$ cat config.mk
export PLATFORM = sky130hd
export DESIGN_NAME = mem_stage_lsu
export DESIGN_NICKNAME = d
export VERILOG_FILES = /design/src/rtl/mem_stage_lsu_pkg.sv /design/src/rtl/mem_stage_lsu_lane_align.sv /design/src/rtl/mem_stage_lsu.sv
export SDC_FILE = /design/constraint.sdc
export NUM_CORES = 1
export LEC_CHECK = 0
export BUFFER_PORTS_ARGS = -buffer_cell sky130_fd_sc_hd__buf_2
export CAP_MARGIN = 20
export CORE_AREA = 2 2 154 156
export DETAILED_ROUTE_END_ITERATION = 10
export DIE_AREA = 0 0 156 158
export PLACE_DENSITY = 0.65
export SYNTH_ARGS = -nofsm -noshare
export SYNTH_HDL_FRONTEND = slang
export SYNTH_HIERARCHICAL = 1
export SYNTH_SLANG_ARGS = --single-unit
$ cat constraint.sdc
create_clock -name clk -period 2.9 [get_ports clk]
set_input_delay 0.29 -clock clk [delete_from_list [all_inputs] [get_ports clk]]
set_output_delay 0.29 -clock clk [all_outputs]
set_load 0.01 [all_outputs]
$ cat src/rtl/mem_stage_lsu_pkg.sv
// Shared definitions for the MEM-stage load/store unit: memory aluop codes,
// exception codes, FSM state encoding and the memory-op decoder.
package mem_stage_lsu_pkg;

  localparam int unsigned EXC_CODE_WIDTH = 5;

  // Memory aluop codes
  localparam logic [7:0] AluopLb  = 8'hE0;
  localparam logic [7:0] AluopLh  = 8'hE1;
  localparam logic [7:0] AluopLw  = 8'hE3;
  localparam logic [7:0] AluopLbu = 8'hE4;
  localparam logic [7:0] AluopLhu = 8'hE5;
  localparam logic [7:0] AluopSb  = 8'hE8;
  localparam logic [7:0] AluopSh  = 8'hE9;
  localparam logic [7:0] AluopSw  = 8'hEB;

  // Exception codes; EC_None is zero so that reset leaves every output at zero
  localparam logic [EXC_CODE_WIDTH-1:0] EC_None = 5'h00;
  localparam logic [EXC_CODE_WIDTH-1:0] EC_AdEL = 5'h04;
  localparam logic [EXC_CODE_WIDTH-1:0] EC_AdES = 5'h05;

  typedef enum logic [1:0] {
    StIdle  = 2'd0,
    StWait  = 2'd1,
    StDone  = 2'd2,
    StDrain = 2'd3
  } lsu_state_e;

  typedef enum logic [1:0] {
    SizeByte = 2'd0,
    SizeHalf = 2'd1,
    SizeWord = 2'd2
  } mem_size_e;

  typedef struct packed {
    logic      is_mem;
    logic      is_load;
    logic      is_signed;
    mem_size_e size;
  } mem_op_t;

  // Decode an aluop into access kind, size and extension mode.
  function automatic mem_op_t decode_mem_op(input logic [7:0] aluop);
    mem_op_t op;
    op = '{is_mem: 1'b0, is_load: 1'b0, is_signed: 1'b0, size: SizeWord};
    case (aluop)
      AluopLb:  op = '{is_mem: 1'b1, is_load: 1'b1, is_signed: 1'b1, size: SizeByte};
      AluopLbu: op = '{is_mem: 1'b1, is_load: 1'b1, is_signed: 1'b0, size: SizeByte};
      AluopLh:  op = '{is_mem: 1'b1, is_load: 1'b1, is_signed: 1'b1, size: SizeHalf};
      AluopLhu: op = '{is_mem: 1'b1, is_load: 1'b1, is_signed: 1'b0, size: SizeHalf};
      AluopLw:  op = '{is_mem: 1'b1, is_load: 1'b1, is_signed: 1'b0, size: SizeWord};
      AluopSb:  op = '{is_mem: 1'b1, is_load: 1'b0, is_signed: 1'b0, size: SizeByte};
      AluopSh:  op = '{is_mem: 1'b1, is_load: 1'b0, is_signed: 1'b0, size: SizeHalf};
      AluopSw:  op = '{is_mem: 1'b1, is_load: 1'b0, is_signed: 1'b0, size: SizeWord};
      default:  ;
    endcase
    return op;
  endfunction

endpackage

$ cat src/rtl/mem_stage_lsu_lane_align.sv
// Byte-lane steering: store byte enables / replicated write data, and
// load-data extraction with sign or zero extension.
module mem_stage_lsu_lane_align
  import mem_stage_lsu_pkg::*;
(
  input  mem_op_t     op_i,
  input  logic [1:0]  byte_sel_i,
  input  logic [31:0] store_data_i,
  input  logic [31:0] load_word_i,
  output logic [3:0]  be_o,
  output logic [31:0] store_wdata_o,
  output logic [31:0] load_data_o
);

  logic [7:0]  load_byte;
  logic [15:0] load_half;

  // Store lanes: narrow stores replicate data across lanes; loads read the whole word
  always_comb begin
    be_o          = 4'b1111;
    store_wdata_o = store_data_i;
    if (!op_i.is_load) begin
      case (op_i.size)
        SizeByte: begin
          be_o          = 4'b0001 << byte_sel_i;
          store_wdata_o = {4{store_data_i[7:0]}};
        end
        SizeHalf: begin
          be_o          = byte_sel_i[1] ? 4'b1100 : 4'b0011;
          store_wdata_o = {2{store_data_i[15:0]}};
        end
        default: ;
      endcase
    end
  end

  // Load extraction: pick the addressed byte/halfword and extend to 32 bits
  always_comb begin
    case (byte_sel_i)
      2'd0:    load_byte = load_word_i[7:0];
      2'd1:    load_byte = load_word_i[15:8];
      2'd2:    load_byte = load_word_i[23:16];
      default: load_byte = load_word_i[31:24];
    endcase
    load_half = byte_sel_i[1] ? load_word_i[31:16] : load_word_i[15:0];
    case (op_i.size)
      SizeByte: load_data_o = op_i.is_signed ? {{24{load_byte[7]}}, load_byte}
                                             : {24'h0, load_byte};
      SizeHalf: load_data_o = op_i.is_signed ? {{16{load_half[15]}}, load_half}
                                             : {16'h0, load_half};
      default:  load_data_o = load_word_i;
    endcase
  end

endmodule

$ cat src/rtl/mem_stage_lsu.sv
// MEM-stage load/store unit: alignment check, req/ack data bus sequencing,
// load data merge into writeback and address-error exception generation.
module mem_stage_lsu
  import mem_stage_lsu_pkg::*;
#(
  parameter int unsigned EXC_W = EXC_CODE_WIDTH
) (
  input  logic             clk,
  input  logic             rst,
  input  logic             flush,
  input  logic [4:0]       mem_wd,
  input  logic             mem_wreg,
  input  logic [31:0]      mem_wdata,
  input  logic [7:0]       mem_aluop,
  input  logic [31:0]      mem_mem_addr,
  input  logic [31:0]      mem_reg2,
  input  logic [EXC_W-1:0] exc_code_i,
  input  logic [31:0]      exc_epc_i,
  input  logic [31:0]      exc_badvaddr_i,
  output logic             dbus_req,
  output logic             dbus_we,
  output logic [3:0]       dbus_be,
  output logic [31:0]      dbus_addr,
  output logic [31:0]      dbus_wdata,
  input  logic             dbus_ack,
  input  logic [31:0]      dbus_rdata,
  output logic [4:0]       wb_wd,
  output logic             wb_wreg,
  output logic [31:0]      wb_wdata,
  output logic             stallreq,
  output logic [EXC_W-1:0] exc_code_o,
  output logic [31:0]      exc_epc_o,
  output logic [31:0]      exc_badvaddr_o
);

  lsu_state_e  state_q;
  logic [31:0] rdata_q;
  // Bus fields latched at issue so WAIT/DRAIN hold them even if EX/MEM changes
  logic        bus_we_q;
  logic [3:0]  bus_be_q;
  logic [31:0] bus_addr_q;
  logic [31:0] bus_wdata_q;

  mem_op_t     op;
  logic        exc_in;
  logic        misaligned;
  logic        access_ok;
  logic        issue;
  logic [3:0]  lane_be;
  logic [31:0] lane_wdata;
  logic [31:0] load_data;
  logic [31:0] word_addr;

  assign op         = decode_mem_op(mem_aluop);
  assign exc_in     = (exc_code_i != EXC_W'(EC_None));
  assign misaligned = op.is_mem &&
                      (((op.size == SizeHalf) && mem_mem_addr[0]) ||
                       ((op.size == SizeWord) && (mem_mem_addr[1:0] != 2'b00)));
  assign access_ok  = op.is_mem && !exc_in && !misaligned;
  assign issue      = (state_q == StIdle) && access_ok && !flush;
  assign word_addr  = {mem_mem_addr[31:2], 2'b00};

  mem_stage_lsu_lane_align u_lane_align (
    .op_i         (op),
    .byte_sel_i   (mem_mem_addr[1:0]),
    .store_data_i (mem_reg2),
    .load_word_i  (rdata_q),
    .be_o         (lane_be),
    .store_wdata_o(lane_wdata),
    .load_data_o  (load_data)
  );

  // Bus sequencing FSM with load-data capture and issue-time bus latch
  always_ff @(posedge clk or negedge rst) begin
    if (!rst) begin
      state_q     <= StIdle;
      rdata_q     <= 32'h0;
      bus_we_q    <= 1'b0;
      bus_be_q    <= 4'h0;
      bus_addr_q  <= 32'h0;
      bus_wdata_q <= 32'h0;
    end else begin
      case (state_q)
        StIdle: begin
          if (issue) begin
            bus_we_q    <= !op.is_load;
            bus_be_q    <= lane_be;
            bus_addr_q  <= word_addr;
            bus_wdata_q <= lane_wdata;
            if (dbus_ack) begin
              rdata_q <= dbus_rdata;
              state_q <= StDone;
            end else begin
              state_q <= StWait;
            end
          end
        end
        StWait: begin
          if (dbus_ack) begin
            rdata_q <= dbus_rdata;
            // A flush arriving with the ack simply discards the result
            state_q <= flush ? StIdle : StDone;
          end else if (flush) begin
            state_q <= StDrain;
          end
        end
        StDone:  state_q <= StIdle;
        StDrain: if (dbus_ack) state_q <= StIdle;
        default: state_q <= StIdle;
      endcase
    end
  end

  // Output resolution: passthrough, exceptions, bus drive and writeback merge
  always_comb begin
    wb_wd          = mem_wd;
    wb_wreg        = mem_wreg;
    wb_wdata       = mem_wdata;
    exc_code_o     = exc_code_i;
    exc_epc_o      = exc_epc_i;
    exc_badvaddr_o = exc_badvaddr_i;
    dbus_req       = 1'b0;
    dbus_we        = 1'b0;
    dbus_be        = 4'h0;
    dbus_addr      = 32'h0;
    dbus_wdata     = 32'h0;
    stallreq       = 1'b0;

    if (op.is_mem) begin
      wb_wreg = 1'b0;
      if (!exc_in && misaligned) begin
        exc_code_o     = op.is_load ? EXC_W'(EC_AdEL) : EXC_W'(EC_AdES);
        exc_badvaddr_o = mem_mem_addr;
      end
    end

    case (state_q)
      StIdle: begin
        if (issue) begin
          dbus_req   = 1'b1;
          dbus_we    = !op.is_load;
          dbus_be    = lane_be;
          dbus_addr  = word_addr;
          dbus_wdata = lane_wdata;
          stallreq   = 1'b1;
        end
      end
      StWait, StDrain: begin
        dbus_req   = 1'b1;
        dbus_we    = bus_we_q;
        dbus_be    = bus_be_q;
        dbus_addr  = bus_addr_q;
        dbus_wdata = bus_wdata_q;
        stallreq   = 1'b1;
        wb_wreg    = 1'b0;
      end
      StDone: begin
        // Stores keep wb_wdata = mem_wdata with writeback suppressed
        if (op.is_load) begin
          wb_wdata = load_data;
          wb_wreg  = mem_wreg;
        end
      end
      default: ;
    endcase

    // Asynchronous reset forces every output to its idle value at once
    if (!rst) begin
      wb_wd          = 5'h0;
      wb_wreg        = 1'b0;
      wb_wdata       = 32'h0;
      exc_code_o     = EXC_W'(EC_None);
      exc_epc_o      = 32'h0;
      exc_badvaddr_o = 32'h0;
      dbus_req       = 1'b0;
      dbus_we        = 1'b0;
      dbus_be        = 4'h0;
      dbus_addr      = 32'h0;
      dbus_wdata     = 32'h0;
      stallreq       = 1'b0;
    end
  end

endmodule

### After elaboration in Yosys (flattened, before gate mapping)

Cells that the tools add are included.

| storage, ports and cells | value |
|---|---|
| flip-flop bits (word level) | 101 |
| latch bits | 0 |
| bits in writable memories | 0 |
| memory bits (read-only) | 0 |
| input bits | 215 |
| output and inout bits | 178 |
| logic and storage cells | 100 |
| memories kept | 0 |

| cells by class | value |
|---|---|
| $add $sub $neg | 0 |
| multiply operators | 0 |
| divide/modulo/power cells | 0 |
| $lt $le $gt $ge | 0 |
| equality and inequality tests | 18 |
| shifts and indexed selects | 1 |
| multiplexer cells | 52 |
| bitwise gates (word level) | 0 |
| reduce and logical (&&, ||, !) cells | 23 |

Operators with widths:

| kind | count |
|---|---|
| 32-bit 2-to-1 mux | 16 |
| 32-bit case mux with 2 select lines | 5 |
| 8-bit == test (second input constant) | 8 |
| 5-bit case mux with 8 select lines | 1 |
| 8-bit case mux with 3 select lines | 1 |
| 5-bit 2-to-1 mux | 4 |
| 16-bit 2-to-1 mux | 1 |
| 4-bit 2-to-1 mux | 4 |
| 4-bit case mux with 2 select lines | 2 |
| 2-bit 2-to-1 mux | 6 |
| 2-bit == test (second input constant) | 4 |
| 1-bit logical AND | 8 |
| 1-bit 2-to-1 mux | 8 |
| 2-bit case mux with 4 select lines | 1 |
| 2-bit by 1-bit == test with 1-bit output (second input constant) | 3 |
| 2-bit logical NOT | 3 |
| 1-bit case mux with 2 select lines | 3 |
| 5-bit nonzero test | 1 |
| 1-bit logical NOT | 4 |
| 2-bit != test (second input constant) | 2 |
| 2-bit AND reduction | 2 |
| 2-bit nonzero test | 2 |
| 1-bit by 2-bit << shifter with 4-bit output (first input constant) | 1 |
| 3-bit != test (second input constant) | 1 |
| 3 further kinds | 3 |

### Longest topological paths before layout

Gate-level depths: netlist of run 1.

| logic depth | value |
|---|---|
| depth after elaboration | 13 |
| depth in mapped cells | 10 |
| gate-level depth less buffers | 7 |

### Hierarchy

The synthesis of run 1 kept the hierarchy.

By module, submodules not included:

| module | instances | cells an instance | area an instance (sq um) |
|---|---|---|---|
| mem_stage_lsu | 1 | 808 | 6100.9 |
| mem_stage_lsu_lane_align | 1 | 184 | 1365.1 |

### Worst setup path before layout of run 1

Ideal clock, no wire load.

| path | value |
|---|---|
| kind | input to output |
| start point | input mem_aluop[4] |
| end point | output dbus_wdata[24] |
| arrival | 1.987 ns |
| required time | 2.610 ns |
| setup slack | 0.623 ns |
| cell stages on the path | 8 |
| path through | nand4b_1 a211oi_2 nor2_2 buf_4 buf_4 a21oi_1 nand2_1 a21oi_1 |

RTL lines:

| what | line | RTL |
|---|---|---|
| from (decl) | mem_stage_lsu.sv:14 | `input logic [7:0] mem_aluop,` |
| to (decl) | mem_stage_lsu.sv:24 | `output logic [31:0] dbus_wdata,` |

==> key figures, run 1 <==
Worst setup path
  – Reg2Reg Capture Point: bus_wdata_q[8]$_DFFE_PN0P_
  – Register-to-Register Setup Slack: 1.10 ns
  – R2R cell count: 6
  – Critical path class: in2out
  – Critical Path Source: mem_aluop[2]
  – Arrival @ worst endpoint: 2.37 ns
  – Max Fanout on Critical Path: 13
  – Nature of the critical path startpoint: input pin
  – Setup crit end kind: output pin
  – R2R Path Start: state_q[0]$_DFFE_PN0P_
  – Worst endpoint required time: 2.61 ns

Route
  – Routed vias/inst: 5.03
  – Pre-Repair DR Iteration Count: 5
  – Wirelength, routed: 27500 um
  – Drt drc: 0
  – Wire per inst: 16.9 um
  – Via count: 8172
  – Initial DRC count: 456
  – ANT nets after route: 0

Synth
  – Register area share after synthesis: 33.9%
  – Post-synth EDFFs: 0
  – Top_reg_cell synth: dfrtp_1
  – Post-Syn Area: 0.00747 mm2
  – Asr flop ratio synth: 100%
  – Synth Instances: 992
  – Syn avg cell area: 7.53 um2
  – Count of state elements after synthesis: 101
  – Ys Warns: 6
  – Library cells used by synthesis: 59

GRT
  – Overflow after GRT: 0
  – Global-route wire length before repair: 40300 um
  – Total global-route track usage: 21.1%
  – Initial antenna violation count: 0
  – Vias in the first global route: 7337
  – Pin count of the biggest net entering global routing: 184

Run status
  – Outcome: finished, final reports clean

Timing
  – Total negative slack: 0 ns
  – Fin crit share: 91.7%
  – Min Tclk post-route: 2.66 ns
  – Max Slew Vio Count: 0
  – Final setup fails: 0
  – Fin. Hold Viols: 0
  – Worst slew margin: 40.9%
  – RSZ-0062 raised after global routing: false
  – F_max: 376 MHz
  – Worst Skew: 0.0149 ns
  – Worst-Margin Slew: 0.886 ns

Clocking
  – H-tree depth: 3
  – Clock latency on the worst-skew pair: 0.35 ns
  – Setup Fix Bufs, Post-CTS: 0
  – Clock sinks: 101
  – Longest Clk Path Bufs: 2
  – Clock-pin transition on the worst setup and hold timing paths: 0.07 ns
  – Resize count post-CTS: 0
  – CTS root buf: clkbuf_16
  – Total CTS buffers: 9
  – CTS tree: yes
  – Post-CTS Hold Buffers: 0

Finish
  – ANT cells: 0
  – Commonest cells after routing, fill and taps aside: buf_2 (389), nand2_1 (375), a21oi_1 (115)
  – Non-Filler Instances: 1625
  – Commonest non-fill, non-tap cell in the layout: buf_2
  – P&R area growth vs syn: 31.9%
  – Share of layout cells above drive strength 1: 39.2%
  – Final #Nets: 1545
  – Fill count: 2387

Placed design
  – DP Wirelength: 20600 um
  – Placed Instances: 1608
  – IO buf count: 390
  – GPL Wtd Cong: 0.856

Floorplanning
  – Die span in y: 158 um
  – Die Area: 0.0246 mm2
  – Row count: 56
  – Initial Utilization: 32.4%
  – DIE WIDTH: 156 um
  – Core Area: 0.0231 mm2
  – I/O pin count: 393

Worst hold path
  – Hold/Removal Path Class: in2async

Job
  – Number of max-cap violations: 0

Power and ir drop
  – Max IR drop VDD: 0.000266 V
  – Power Density: 325 mW/mm2
  – Leak: 5.32 nW
==> cells by family (layout without fill, tap and decap cells) <==
family / Yosys count / in the layout / share of synthesized area, %
and+or+nand+nor: 508 / 508 / 30.2
AOI/OAI and AO/OA: 221 / 221 / 18.1
DFF: 101 / 101 / 33.9
buffers and inverters: 95 / 437 / 7.27
muxes: 66 / 66 / 10.5
other: 1 / 2 / 0.0502
==> how the worst max path moves through the flow <==
stage,to,slack [ns],depth (start not counted)
after global routing,wb_wdata[15],0.09,9
after CTS,dbus_addr[16],0.09,5
after global placement,dbus_wdata[8],0.28,8
final,dbus_wdata[8],0.24,8
after detailed placement,dbus_wdata[8],0.25,8
after floorplan,dbus_wdata[24],0.62,8
==> synthesized netlist by cell type, types with 4 or more instances <==
| cell | count | area share (%) |
|---|---|---|
| dfrtp_1 | 101 | 34 |
| buf_4 | 19 | 1.9 |
| clkbuf_1 | 41 | 2.1 |
| o21ai_2 | 12 | 1.4 |
| buf_6 | 13 | 2.0 |
| mux2_2 | 48 | 7.2 |
| inv_1 | 5 | 0.25 |
| and2_1 | 41 | 3.4 |
| o21ai_1 | 19 | 1.3 |
| nand3b_1 | 4 | 0.40 |
| o21ai_0 | 10 | 0.67 |
| nand3_2 | 10 | 1.3 |
| nand3_1 | 22 | 1.5 |
| mux2i_1 | 12 | 1.6 |
| a31oi_1 | 8 | 0.67 |
| a21oi_1 | 116 | 7.8 |
| a21boi_1 | 10 | 1.0 |
| a21boi_0 | 22 | 2.2 |
| nor2_1 | 20 | 1.0 |
| o211ai_1 | 7 | 0.70 |
| buf_2 | 13 | 0.87 |
| nor2b_1 | 11 | 0.92 |
| a221o_1 | 4 | 0.54 |
| nand2_1 | 375 | 19 |
==> state kept, by name, summed over array words and instances, names as in the netlist <==
register     count
bus_wdata_q     32
bus_we_q         1
state_q          2
bus_be_q         4
bus_addr_q      30
rdata_q         32
==> layout make-up <==
cell class	instances	area [um2]	area share, %
Sequential cell	101	2530	25.7
Clock inverter	6	51.3	0.521
Multi-Input combinational cell	797	4420	44.8
Timing Repair Buffer	416	2230	22.7
Clock buffer	10	239	2.43
Inverter	5	18.8	0.191
Tap cell	290	363	3.68
==> metrics by stage <==
stage	utilization [%]	hold slack (ns)	power [mW]	cell area [um2]	setup slack [ns]
floorplan	-	-0.00559	1.70	7470	0.623
detailed placement	41.4	0.463	2.02	9540	0.253
CTS	42.6	0.125	3.27	9830	0.0872
global route	42.7	0.155	3.38	9850	0.0950
finish	42.7	0.0298	3.20	9850	0.240
global placement	41.4	0.457	2.01	9540	0.284
==> worst max-delay path, cell delays in order <==
cell	delay [ns]
buf_2	0.13
a21oi_1	0.26
nand2_1	0.39
nor3_4	0.59
mux2_2	0.40
nand2_1	0.09
a21oi_1	0.07
buf_2	0.14
==> layer usage <==
layer	GRT usage [%]	vias up	routed length [um]
met5	0	-	0
met4	7.21	0	740
met3	3.50	38	1690
met2	37.4	329	13900
met1	26.1	3827	11200
li1	-	3978	-
==> where the power goes <==
group,internal (mW),switching (mW)
combinational,0.257,0.307
sequential,1.42,0.00847
clock,0.623,0.589
total,2.30,0.904
Power figures use the tool's default switching activity.
==> inputs of run 2 (changes only) <==
CTS_CLUSTER_DIAMETER = 30   (was unset)
SETUP_SLACK_MARGIN = 0.4   (was unset)
==> key figures, run 2 (same netlist as run 1, synthesis figures left out) <==
Worst setup path
  – CP bufs+invs: 4
  – Worst endpoint required time: 2.61 ns
  – Nature of the critical path startpoint: input pin
  – R2R cell count: 6
  – Slowest library cell on the worst path: or4_4
  – Critical path class: in2out
  – CP cell instances: buf_6 -> or4_4 -> nor2_4 -> buf_4 -> and4_4 -> buf_12 -> nand2_1 -> a21oi_1 -> buf_2
  – Largest stage delay, worst path: 0.55 ns
  – Max Fanout on Critical Path: 30
  – Setup crit end kind: output pin
  – Levels on crit path: 9
  – Arrival @ worst endpoint: 2.22 ns
  – CP top delay family: simple AND/OR/NAND/NOR gates

GRT
  – Initial antenna violation count: 0
  – Global routing's busiest layer: met2
  – Vias in the first global route: 7443
  – Overflow after GRT: 0
  – GRT met3 Usage: 3.39%
  – Total global-route track usage: 21.9%
  – GR Layer Usage met2: 39.1%
  – Global-route wire length before repair: 41600 um
  – Pin count of the biggest net entering global routing: 184
  – Met1 Resource Use GR: 27.3%

Timing
  – F_max: 398 MHz
  – Hold Slack: 0.0668 ns
  – Total negative slack: 0 ns
  – Fin. Hold Viols: 0
  – Worst-Margin Slew: 0.889 ns
  – Worst slew margin: 40.7%
  – Worst Skew: 0.0143 ns
  – Min Tclk post-route: 2.51 ns
  – Fin crit share: 86.5%
  – Final setup fails: 0
  – RSZ-0062 raised after global routing: true
  – Worst setup margin: 0.390 ns
  – Max Slew Vio Count: 0

Clocking
  – Total CTS buffers: 9
  – Longest Clk Path Bufs: 2
  – CTS tree: yes
  – Clock latency on the worst-skew pair: 0.35 ns
  – CTS root buf: clkbuf_16
  – Clock-pin transition on the worst setup and hold timing paths: 0.07 ns
  – Clock sinks: 101
  – Post-CTS Hold Buffers: 0
  – H-tree depth: 3

Floorplanning
  – I/O pin count: 393
  – DIE WIDTH: 156 um
  – Initial Utilization: 32.4%
  – Core Area: 0.0231 mm2
  – Die Area: 0.0246 mm2
  – Die span in y: 158 um
  – Row count: 56

Power and ir drop
  – Leak: 5.58 nW
  – Max IR drop VDD: 0.000270 V
  – Power Density: 307 mW/mm2

Placed design
  – IO buf count: 390
  – Setup WS pre-CTS: 0.253 ns
  – DP Wirelength: 20600 um
  – GPL Wtd Cong: 0.856

Route
  – Wirelength, routed: 30400 um
  – Via count: 8577
  – Wire per inst: 18.4 um
  – Routed vias/inst: 5.18
  – Pre-Repair DR Iteration Count: 6
  – Initial DRC count: 545
  – ANT nets after route: 0
  – Drt drc: 0

Job
  – Number of max-cap violations: 0

Finish
  – ANT cells: 0
  – Commonest non-fill, non-tap cell in the layout: buf_2
  – Commonest cells after routing, fill and taps aside: buf_2 (384), nand2_1 (362), dfrtp_1 (100)
  – P&R area growth vs syn: 41.3%
  – Final #Nets: 1575
  – Share of layout cells above drive strength 1: 44.2%
  – Top Registers: bus_wdata_q: 32 flops, rdata_q: 32 flops, bus_addr_q: 30 flops

Worst hold path
  – Hold/Removal Path Class: in2async

Run status
  – Outcome: finished, final reports clean
-- run 2: final timing paths --
check | slack (ns) | startpoint | to
worst max-delay path | 0.39 | exc_code_i[4] | dbus_addr[16]
worst min-delay path | 0.07 | rst | rdata_q[3]$_DFFE_PN0P_
worst max register to register | 0.94 | state_q[0]$_DFFE_PN0P_ | rdata_q[11]$_DFFE_PN0P_
worst min register to register | 0.48 | bus_addr_q[19]$_DFFE_PN0P_ | bus_addr_q[19]$_DFFE_PN0P_
max in group asynchronous | 1.98 | rst | rdata_q[10]$_DFFE_PN0P_
min in group clk | 0.17 | mem_mem_addr[9] | bus_addr_q[9]$_DFFE_PN0P_
-- run 2: stage by stage --
step | util, % | power [mW] | std cells | instance area (um2)
after global routing | 45.8 | 3.41 | 1655 | 10600
after CTS | 43.4 | 3.28 | 1635 | 9990
final | 45.8 | 3.24 | 1655 | 10600
after detailed placement | 41.4 | 2.02 | 1608 | 9540
after global placement | 41.4 | 2.01 | 1608 | 9540
after floorplan | - | 1.70 | 993 | 7470
-- run 2: power by group --
| group | switching (mW) | internal, mW | total, mW |
|---|---|---|---|
| sequential | 0.00863 | 1.42 | 1.43 |
| combinational | 0.328 | 0.269 | 0.596 |
| clock | 0.595 | 0.623 | 1.22 |
| total | 0.931 | 2.31 | 3.24 |
-- run 2: metal layers --
| layer | vias up | wire length (um) |
|---|---|---|
| li1 | 4052 | - |
| met1 | 4087 | 12300 |
| met2 | 395 | 15300 |
| met3 | 43 | 2060 |
| met4 | 0 | 722 |
| met5 | - | 0 |
-- run 2: layout make-up --
type                    instances  area (um2)
clock buffers                  10         239
clock inverters                 6        51.3
fillers                      2294       12500
inverters                       5        22.5
multi-input cells             799        4670
flip-flops and latches        101        2530
well taps                     290         363
repair buffers                444        2680
-- run 2: repair_timing --
action,in CTS,in global routing
endpoints found under the setup margin,99,127
gates resized for setup,12,81
buffers inserted,7,8
cloned,4,11
pin swaps,3,26
